--- src/rtl/altivec_issue_pkg.sv ---
`default_nettype none
// ============================================================================
// altivec_issue_pkg : shared types, CR6 constants and helpers for the issue queue
// Revision 1.0
// ============================================================================
package altivec_issue_pkg;

    localparam int ISSUE_VW = 128;
    localparam int ISSUE_IW = 8;

    localparam int CR6_ALL_TRUE  = 3;
    localparam int CR6_ALL_FALSE = 1;

    typedef struct packed {
        logic [ISSUE_IW-1:0] ins;
        logic                rc;
        logic [ISSUE_VW-1:0] vra;
        logic [ISSUE_VW-1:0] vrb;
        logic [ISSUE_VW-1:0] vrc;
    } issue_entry_t;

    function automatic logic [3:0] cr6_of(input logic [ISSUE_VW-1:0] vec, input logic rc);
        logic [3:0] r;
        r = 4'b0000;
        if (rc) begin
            r[CR6_ALL_TRUE]  = &vec;
            r[CR6_ALL_FALSE] = ~|vec;
        end
        return r;
    endfunction

endpackage
`default_nettype wire

--- src/rtl/altivec_issue_fifo.sv ---
`default_nettype none
// ============================================================================
// altivec_issue_fifo : synchronous FIFO with occupancy count and clear
// Revision 1.0
// ============================================================================
module altivec_issue_fifo #(
    parameter int WIDTH = 8,
    parameter int DEPTH = 4
) (
    input  logic                       clk,
    input  logic                       rst,
    input  logic                       clr_i,
    input  logic                       push_i,
    input  logic                       pop_i,
    input  logic [WIDTH-1:0]           data_i,
    output logic [WIDTH-1:0]           data_o,
    output logic [$clog2(DEPTH+1)-1:0] count_o
);

    localparam int              PW     = (DEPTH > 1) ? $clog2(DEPTH) : 1;
    localparam int              CW     = $clog2(DEPTH + 1);
    localparam logic [CW-1:0]   FULL_C = CW'(DEPTH);
    localparam logic [PW-1:0]   LAST_C = PW'(DEPTH - 1);

    logic [WIDTH-1:0] mem_q [DEPTH];
    logic [PW-1:0]    wr_ptr_q;
    logic [PW-1:0]    rd_ptr_q;
    logic [CW-1:0]    count_q;
    logic [CW-1:0]    count_d;
    logic             w_push;
    logic             w_pop;

    function automatic logic [PW-1:0] ptr_next(input logic [PW-1:0] p);
        return (p == LAST_C) ? '0 : p + PW'(1);
    endfunction

    // Full/empty come from the count; a push into a full FIFO is lost even if a pop coincides.
    assign w_push = push_i & ~clr_i & (count_q != FULL_C);
    assign w_pop  = pop_i  & ~clr_i & (count_q != '0);

    always_comb begin
        count_d = count_q;
        if (w_push && !w_pop) begin
            count_d = count_q + CW'(1);
        end else if (!w_push && w_pop) begin
            count_d = count_q - CW'(1);
        end
    end

    always_ff @(posedge clk or negedge rst) begin
        if (!rst) begin
            wr_ptr_q <= '0;
            rd_ptr_q <= '0;
            count_q  <= '0;
        end else if (clr_i) begin
            wr_ptr_q <= '0;
            rd_ptr_q <= '0;
            count_q  <= '0;
        end else begin
            if (w_push) wr_ptr_q <= ptr_next(wr_ptr_q);
            if (w_pop)  rd_ptr_q <= ptr_next(rd_ptr_q);
            count_q <= count_d;
        end
    end

    always_ff @(posedge clk) begin
        if (w_push) begin
            mem_q[wr_ptr_q] <= data_i;
        end
    end

    assign data_o  = mem_q[rd_ptr_q];
    assign count_o = count_q;

endmodule
`default_nettype wire

--- src/rtl/altivec_issue_queue.sv ---
`default_nettype none
// ============================================================================
// altivec_issue_queue : back-pressured AltiVec issue queue with in-order completion
// Revision 1.0
// ============================================================================
module altivec_issue_queue
    import altivec_issue_pkg::*;
#(
    parameter int VW     = ISSUE_VW,
    parameter int IW     = ISSUE_IW,
    parameter int DEPTH  = 4,
    parameter int MAXOUT = 4
) (
    input  logic          clk,
    input  logic          rst,
    input  logic          go,
    input  logic [IW-1:0] ins,
    input  logic          rc,
    input  logic [VW-1:0] vra,
    input  logic [VW-1:0] vrb,
    input  logic [VW-1:0] vrc,
    input  logic          flush,
    output logic          dut_busy,
    output logic          ex_valid,
    input  logic          ex_ready,
    output logic [IW-1:0] ex_ins,
    output logic [VW-1:0] ex_vra,
    output logic [VW-1:0] ex_vrb,
    output logic [VW-1:0] ex_vrc,
    input  logic          ex_done,
    input  logic [VW-1:0] ex_vrt,
    output logic [VW-1:0] vrt,
    output logic          vrt_valid,
    output logic [3:0]    cr6
);

    localparam int             EW      = IW + 1 + 3 * VW;
    localparam int             QCW     = $clog2(DEPTH + 1);
    localparam int             OW      = $clog2(MAXOUT + 1);
    localparam logic [QCW-1:0] Q_FULL  = QCW'(DEPTH);
    localparam logic [OW-1:0]  OUT_MAX = OW'(MAXOUT);

    logic [EW-1:0]  w_enq_entry;
    logic [EW-1:0]  w_head_raw;
    logic [EW-1:0]  w_head;
    logic [QCW-1:0] w_q_count;
    logic           w_q_empty;
    logic           w_head_rc;
    logic           w_fire;
    logic           w_enq;
    logic           w_done;
    logic           w_deliver;
    logic           w_rc_head;
    logic [OW-1:0]  w_rc_count_unused;
    logic [3:0]     w_cr6;

    logic [OW-1:0]  out_q;
    logic [OW-1:0]  out_d;
    logic [OW-1:0]  drop_q;
    logic [OW-1:0]  drop_d;
    logic [VW-1:0]  vrt_q;
    logic           vrt_valid_q;
    logic [3:0]     cr6_q;

    assign w_enq_entry = {ins, rc, vra, vrb, vrc};
    assign w_q_empty   = (w_q_count == '0);
    assign dut_busy    = (w_q_count == Q_FULL);
    assign ex_valid    = ~w_q_empty & (out_q < OUT_MAX) & ~flush;
    assign w_fire      = ex_valid & ex_ready;
    assign w_enq       = go & ~dut_busy & ~flush;

    // Head is forced to zero while empty so stale storage never shows on ex_*.
    assign w_head = w_q_empty ? '0 : w_head_raw;
    assign {ex_ins, w_head_rc, ex_vra, ex_vrb, ex_vrc} = w_head;

    altivec_issue_fifo #(
        .WIDTH (EW),
        .DEPTH (DEPTH)
    ) u_issue_q (
        .clk     (clk),
        .rst     (rst),
        .clr_i   (flush),
        .push_i  (w_enq),
        .pop_i   (w_fire),
        .data_i  (w_enq_entry),
        .data_o  (w_head_raw),
        .count_o (w_q_count)
    );

    altivec_issue_fifo #(
        .WIDTH (1),
        .DEPTH (MAXOUT)
    ) u_rc_q (
        .clk     (clk),
        .rst     (rst),
        .clr_i   (1'b0),
        .push_i  (w_fire),
        .pop_i   (w_done),
        .data_i  (w_head_rc),
        .data_o  (w_rc_head),
        .count_o (w_rc_count_unused)
    );

    // A completion with nothing outstanding is a protocol error and is ignored.
    assign w_done    = ex_done & (out_q != '0);
    assign w_deliver = w_done & (drop_q == '0);

    generate
        if (VW == ISSUE_VW) begin : g_cr6_pkg
            assign w_cr6 = cr6_of(ex_vrt, w_rc_head);
        end else begin : g_cr6_generic
            always_comb begin
                w_cr6 = 4'b0000;
                if (w_rc_head) begin
                    w_cr6[CR6_ALL_TRUE]  = &ex_vrt;
                    w_cr6[CR6_ALL_FALSE] = ~|ex_vrt;
                end
            end
        end
    endgenerate

    always_comb begin
        out_d = out_q;
        if (w_fire && !w_done) begin
            out_d = out_q + OW'(1);
        end else if (!w_fire && w_done) begin
            out_d = out_q - OW'(1);
        end
    end

    // On flush every op still in flight after this cycle's completion must be silenced.
    always_comb begin
        drop_d = drop_q;
        if (flush) begin
            drop_d = w_done ? (out_q - OW'(1)) : out_q;
        end else if (w_done && (drop_q != '0)) begin
            drop_d = drop_q - OW'(1);
        end
    end

    always_ff @(posedge clk or negedge rst) begin
        if (!rst) begin
            out_q       <= '0;
            drop_q      <= '0;
            vrt_q       <= '0;
            vrt_valid_q <= 1'b0;
            cr6_q       <= 4'b0000;
        end else begin
            out_q       <= out_d;
            drop_q      <= drop_d;
            vrt_valid_q <= w_deliver;
            if (w_deliver) begin
                vrt_q <= ex_vrt;
                cr6_q <= w_cr6;
            end
        end
    end

    assign vrt       = vrt_q;
    assign vrt_valid = vrt_valid_q;
    assign cr6       = cr6_q;

endmodule
`default_nettype wire

--- config.mk ---
export PLATFORM = sky130hd
export DESIGN_NAME = altivec_issue_queue
export DESIGN_NICKNAME = d
export VERILOG_FILES = /design/src/rtl/altivec_issue_pkg.sv /design/src/rtl/altivec_issue_fifo.sv /design/src/rtl/altivec_issue_queue.sv
export SDC_FILE = /design/constraint.sdc
export NUM_CORES = 2
export LEC_CHECK = 0
export BUFFER_PORTS_ARGS = -buffer_cell sky130_fd_sc_hd__buf_2
export CORE_AREA = 10 10 406 408
export CTS_CLUSTER_DIAMETER = 50
export DETAILED_ROUTE_END_ITERATION = 8
export DIE_AREA = 0 0 416 418
export PLACE_DENSITY_LB_ADDON = 0.05
export REMOVE_ABC_BUFFERS = 1
export SLEW_MARGIN = 10
export SYNTH_ARGS = -nofsm -noshare
export SYNTH_HDL_FRONTEND = slang
export SYNTH_SLANG_ARGS = --single-unit
--- constraint.sdc ---
create_clock -name clk -period 14.9 [get_ports clk]
set_input_delay 0.745 -clock clk [delete_from_list [all_inputs] [get_ports clk]]
set_output_delay 0.745 -clock clk [all_outputs]
set_load 0.005 [all_outputs]
==> reports/metrics.csv <==
stage,metric,value,unit
routing,vias,35709,
routing,drc,0,
timing,slew_violations,0,
clocking,clk_pin_slew,0.06,ns
placement,dp_hpwl,138000,um
cells_and_area,stdcell_area,80000,um2
global_routing,grt_pass1_vias,37031,
setup_path,crit_chain,buf_4 -> buf_4 -> buf_4 -> mux4_2 -> and2_1 -> buf_2,
clocking,clockBufferDepth,3,
routing,finalWirelength,201000,um
timing,fin_crit,5.91,ns
global_routing,overflow,0,
routing,drt_iter0_drc,2771,
timing,hold_slack,0.148,ns
timing,timing.final.crit_share,39.7,%
timing,finalSetupViolations,0,
yosys,ys_warn_count,0,
placement,gp_congestion,0.941,
setup_path,cp_top_family,buffers and inverters,
setup_path,path_common_cell,buf_4,
cells_and_area,layout-drive-gt1-share,38.9,%
floorplan,die_h,418,um
setup_path,path_buf_inv,4,
timing,rsz0062_at_grt,false,
global_routing,antenna_found_initial,158,
timing,relSlewSlack,26.8,%
setup_path,startpoint_type,register,
power_and_ir_drop,leakage,28.7,nW
clocking,insertion_delay,0.81,ns
clocking,cts_setup_buffers,0,
clocking,htree_levels,4,
status,status,completed,
cells_and_area,syn_to_final_growth,21.3,%
global_routing,grt_pass1_wl,282000,um
cells_and_area,nNetsFinal,4939,
setup_path,critical-path-max-stage-delay,0.89,ns
floorplan,die-area,174000,um2
yosys,synth_seq_area_share,77.4,%
timing,max_freq,169,MHz
timing,tightest_slew,1.09,ns
clocking,cts_tree,done,
routing,vias_per_cell,5.35,
clocking,clock_sinks,1727,
timing,clock_skew,0.0329,ns
floorplan,die_w,416,um
global_routing,grtUsageTotal,22.6,%
routing,drt-pass1-iter-count,7,
placement,place_area,73600,um2
yosys,netlist_area,66000,um2
floorplan,design.core.area,157000,um2
routing,wire_per_inst,30.1,um
yosys,yosysUniqueCellTypes,43,
clocking,cts_made_buffers,195,
global_routing,grt_max_degree,176,
power_and_ir_drop,peakVddDrop,0.000159,V
timing,final-hold-violation-count,0,
setup_path,critPathRequiredTime,14.16,ns
floorplan,ios,1054,
setup_path,cpMaxStageDelayCell,buf_4,
yosys,avgSynthCellArea,20.2,um2
worst_hold_path,hp-class,in2reg,
routing,antenna_left,0,
clocking,cts_root_buffer,clkbuf_16,
job,maxCapViolations,0,
setup_path,crit_path_end_kind,output pin,
setup_path,cp.arrival,5.17,ns
setup_path,crit_fanout,63,
floorplan,std_cell_rows,146,
placement,io_buffers,1051,
yosys,ys_ff_latch,1727,
power_and_ir_drop,power.density,165,nW/um2
setup_path,critPathKind,reg2out,
yosys,syn_inst,3268,
floorplan,initial_utilization,42.0,%
## per-layer routing
| metal | global-route usage (%) | vias to the layer above | routed length [um] |
|---|---|---|---|
| li1 | - | 15210 | - |
| met1 | 24.6 | 18570 | 70000 |
| met2 | 40.8 | 1327 | 108000 |
| met3 | 5.52 | 548 | 11700 |
| met4 | 11.5 | 54 | 11000 |
| met5 | 0 | - | 308 |
## layout make-up
type                       instances  area, um2
sequential                      1727      51100
inverter                          16       65.1
timing repair buffer            1091       5670
clock buffer                     255       5360
multi-input combinational       1362      14100
fill                           13170      77100
antenna                           48        120
clock inverter                   104       1010
tap                             2072       2590
## kinds of logic (layout without fill, tap and decap cells)
| family | count (synthesis) | after routing | share of synthesized area, % |
|---|---|---|---|
| AO/OA/AOI/OAI | 23 | 23 | 0.239 |
| AND/OR/NAND/NOR | 908 | 908 | 7.07 |
| other | 1 | 50 | 0.00568 |
| multiplexers | 399 | 399 | 13.5 |
| XOR/XNOR | 11 | 11 | 0.146 |
| buffers and inverters | 180 | 1466 | 1.22 |
| flip-flops | 1727 | 1727 | 77.4 |
| adder cells (fa/ha/maj) | 19 | 19 | 0.383 |
## synth_stat cells (all sizes together)
library cell / count / area (um2)
and3: 1 / 6.26
o211ai: 1 / 7.51
mux2i: 2 / 20.0
nor4: 43 / 269
a311oi: 1 / 8.76
nand4: 42 / 263
a21boi: 2 / 26.3
buf: 84 / 442
nand2b: 1 / 6.26
and2: 402 / 2510
a21oi: 6 / 30.0
mux2: 4 / 45.0
o21ai: 7 / 35.0
xor2: 3 / 26.3
o21ba: 1 / 10.0
inv: 16 / 62.6
nor2: 12 / 45.0
a32o: 1 / 10.0
fa: 2 / 40.0
a211oi: 1 / 7.51
nor2b: 1 / 6.26
ha: 17 / 213
clkbuf: 80 / 300
mux4: 393 / 8850
conb: 1 / 3.75
nand3b: 1 / 7.51
nor3b: 1 / 7.51
a21o: 2 / 15.0
or3: 3 / 18.8
xnor2: 8 / 70.1
nor3: 4 / 20.0
o31ai: 1 / 7.51
nand2: 395 / 1480
edfxtp: 1576 / 47300
nand3: 2 / 22.5
dfrtp: 151 / 3780
## power by group
part / switching, mW / internal [mW] / total, mW
Clock: 1.92 / 2.81 / 4.73
Combinational: 1.57 / 1.05 / 2.62
Sequential: 0.154 / 5.67 / 5.83
## final timing paths
| path | start | to | slack [ns] | cells after the start |
|---|---|---|---|---|
| max | u_issue_q.rd_ptr_q[1] | ex_vrc[67] | 8.99 | 6 |
| min | vrc[57] | u_issue_q.mem_q[0][57] | 0.15 | 1 |
| max reg2reg | u_issue_q.count_o[2] | u_issue_q.mem_q[1][43] | 10.04 | 7 |
| min reg2reg | vrt[113] | vrt[113] | 0.47 | 2 |
| max in group asynchronous | rst | vrt[123] | 12.53 | 4 |
| min in group asynchronous | rst | vrt[22] | 0.41 | 2 |
## through the flow
step	setup TNS, ns	total power [mW]	utilization [%]	worst slack, ns	cells
after global routing	0	13.7	50.9	8.53	6654
after global placement	0	8.63	46.8	9.61	6267
after CTS	0	13.4	50.9	8.75	6627
after detailed placement	0	8.63	46.8	9.64	6267
after floorplan	-686.46	7.44	-	-1.73	3105
final	0	13.2	51.0	8.99	6675
## layout by cell type (no fill, tap or decap), types with 14 or more instances in the layout
cell type,n
clkbuf_16,203
diode_2,48
nand2_1,395
buf_2,1050
edfxtp_1,1576
clkinv_2,14
nor4_1,42
clkinv_1,43
mux4_2,393
ha_1,17
buf_4,31
nand4_1,42
clkbuf_1,44
and2_1,398
bufinv_16,16
dfrtp_1,149
## state kept, by name (all words and copies together) (netlist names)
signal / cells
u_issue_q.wr_ptr_q: 2
u_issue_q.rd_ptr_q: 2
cr6: 2
u_issue_q.count_o: 3
u_rc_q.wr_ptr_q: 2
u_rc_q.rd_ptr_q: 2
u_rc_q.mem_q: 4
out_q: 3
u_issue_q.mem_q: 1572
u_rc_q.count_o: 3
vrt: 128
drop_q: 3
vrt_valid: 1
## worst register-to-register path, cell delays in order, from the launching register on
cell and delay (ns):
dfrtp_1 0.40, nor3b_1 0.17, nand2b_1 0.25, nor2_1 0.25, and2_4 0.64, buf_4 0.85, buf_4 0.79, buf_4 1.02
## repair_timing
action	4_1_cts	5_1_grt
gates resized for setup	0	0
hold buffers	1	0
hold endpoints to repair	43	0
Power figures use the tool's default switching activity.
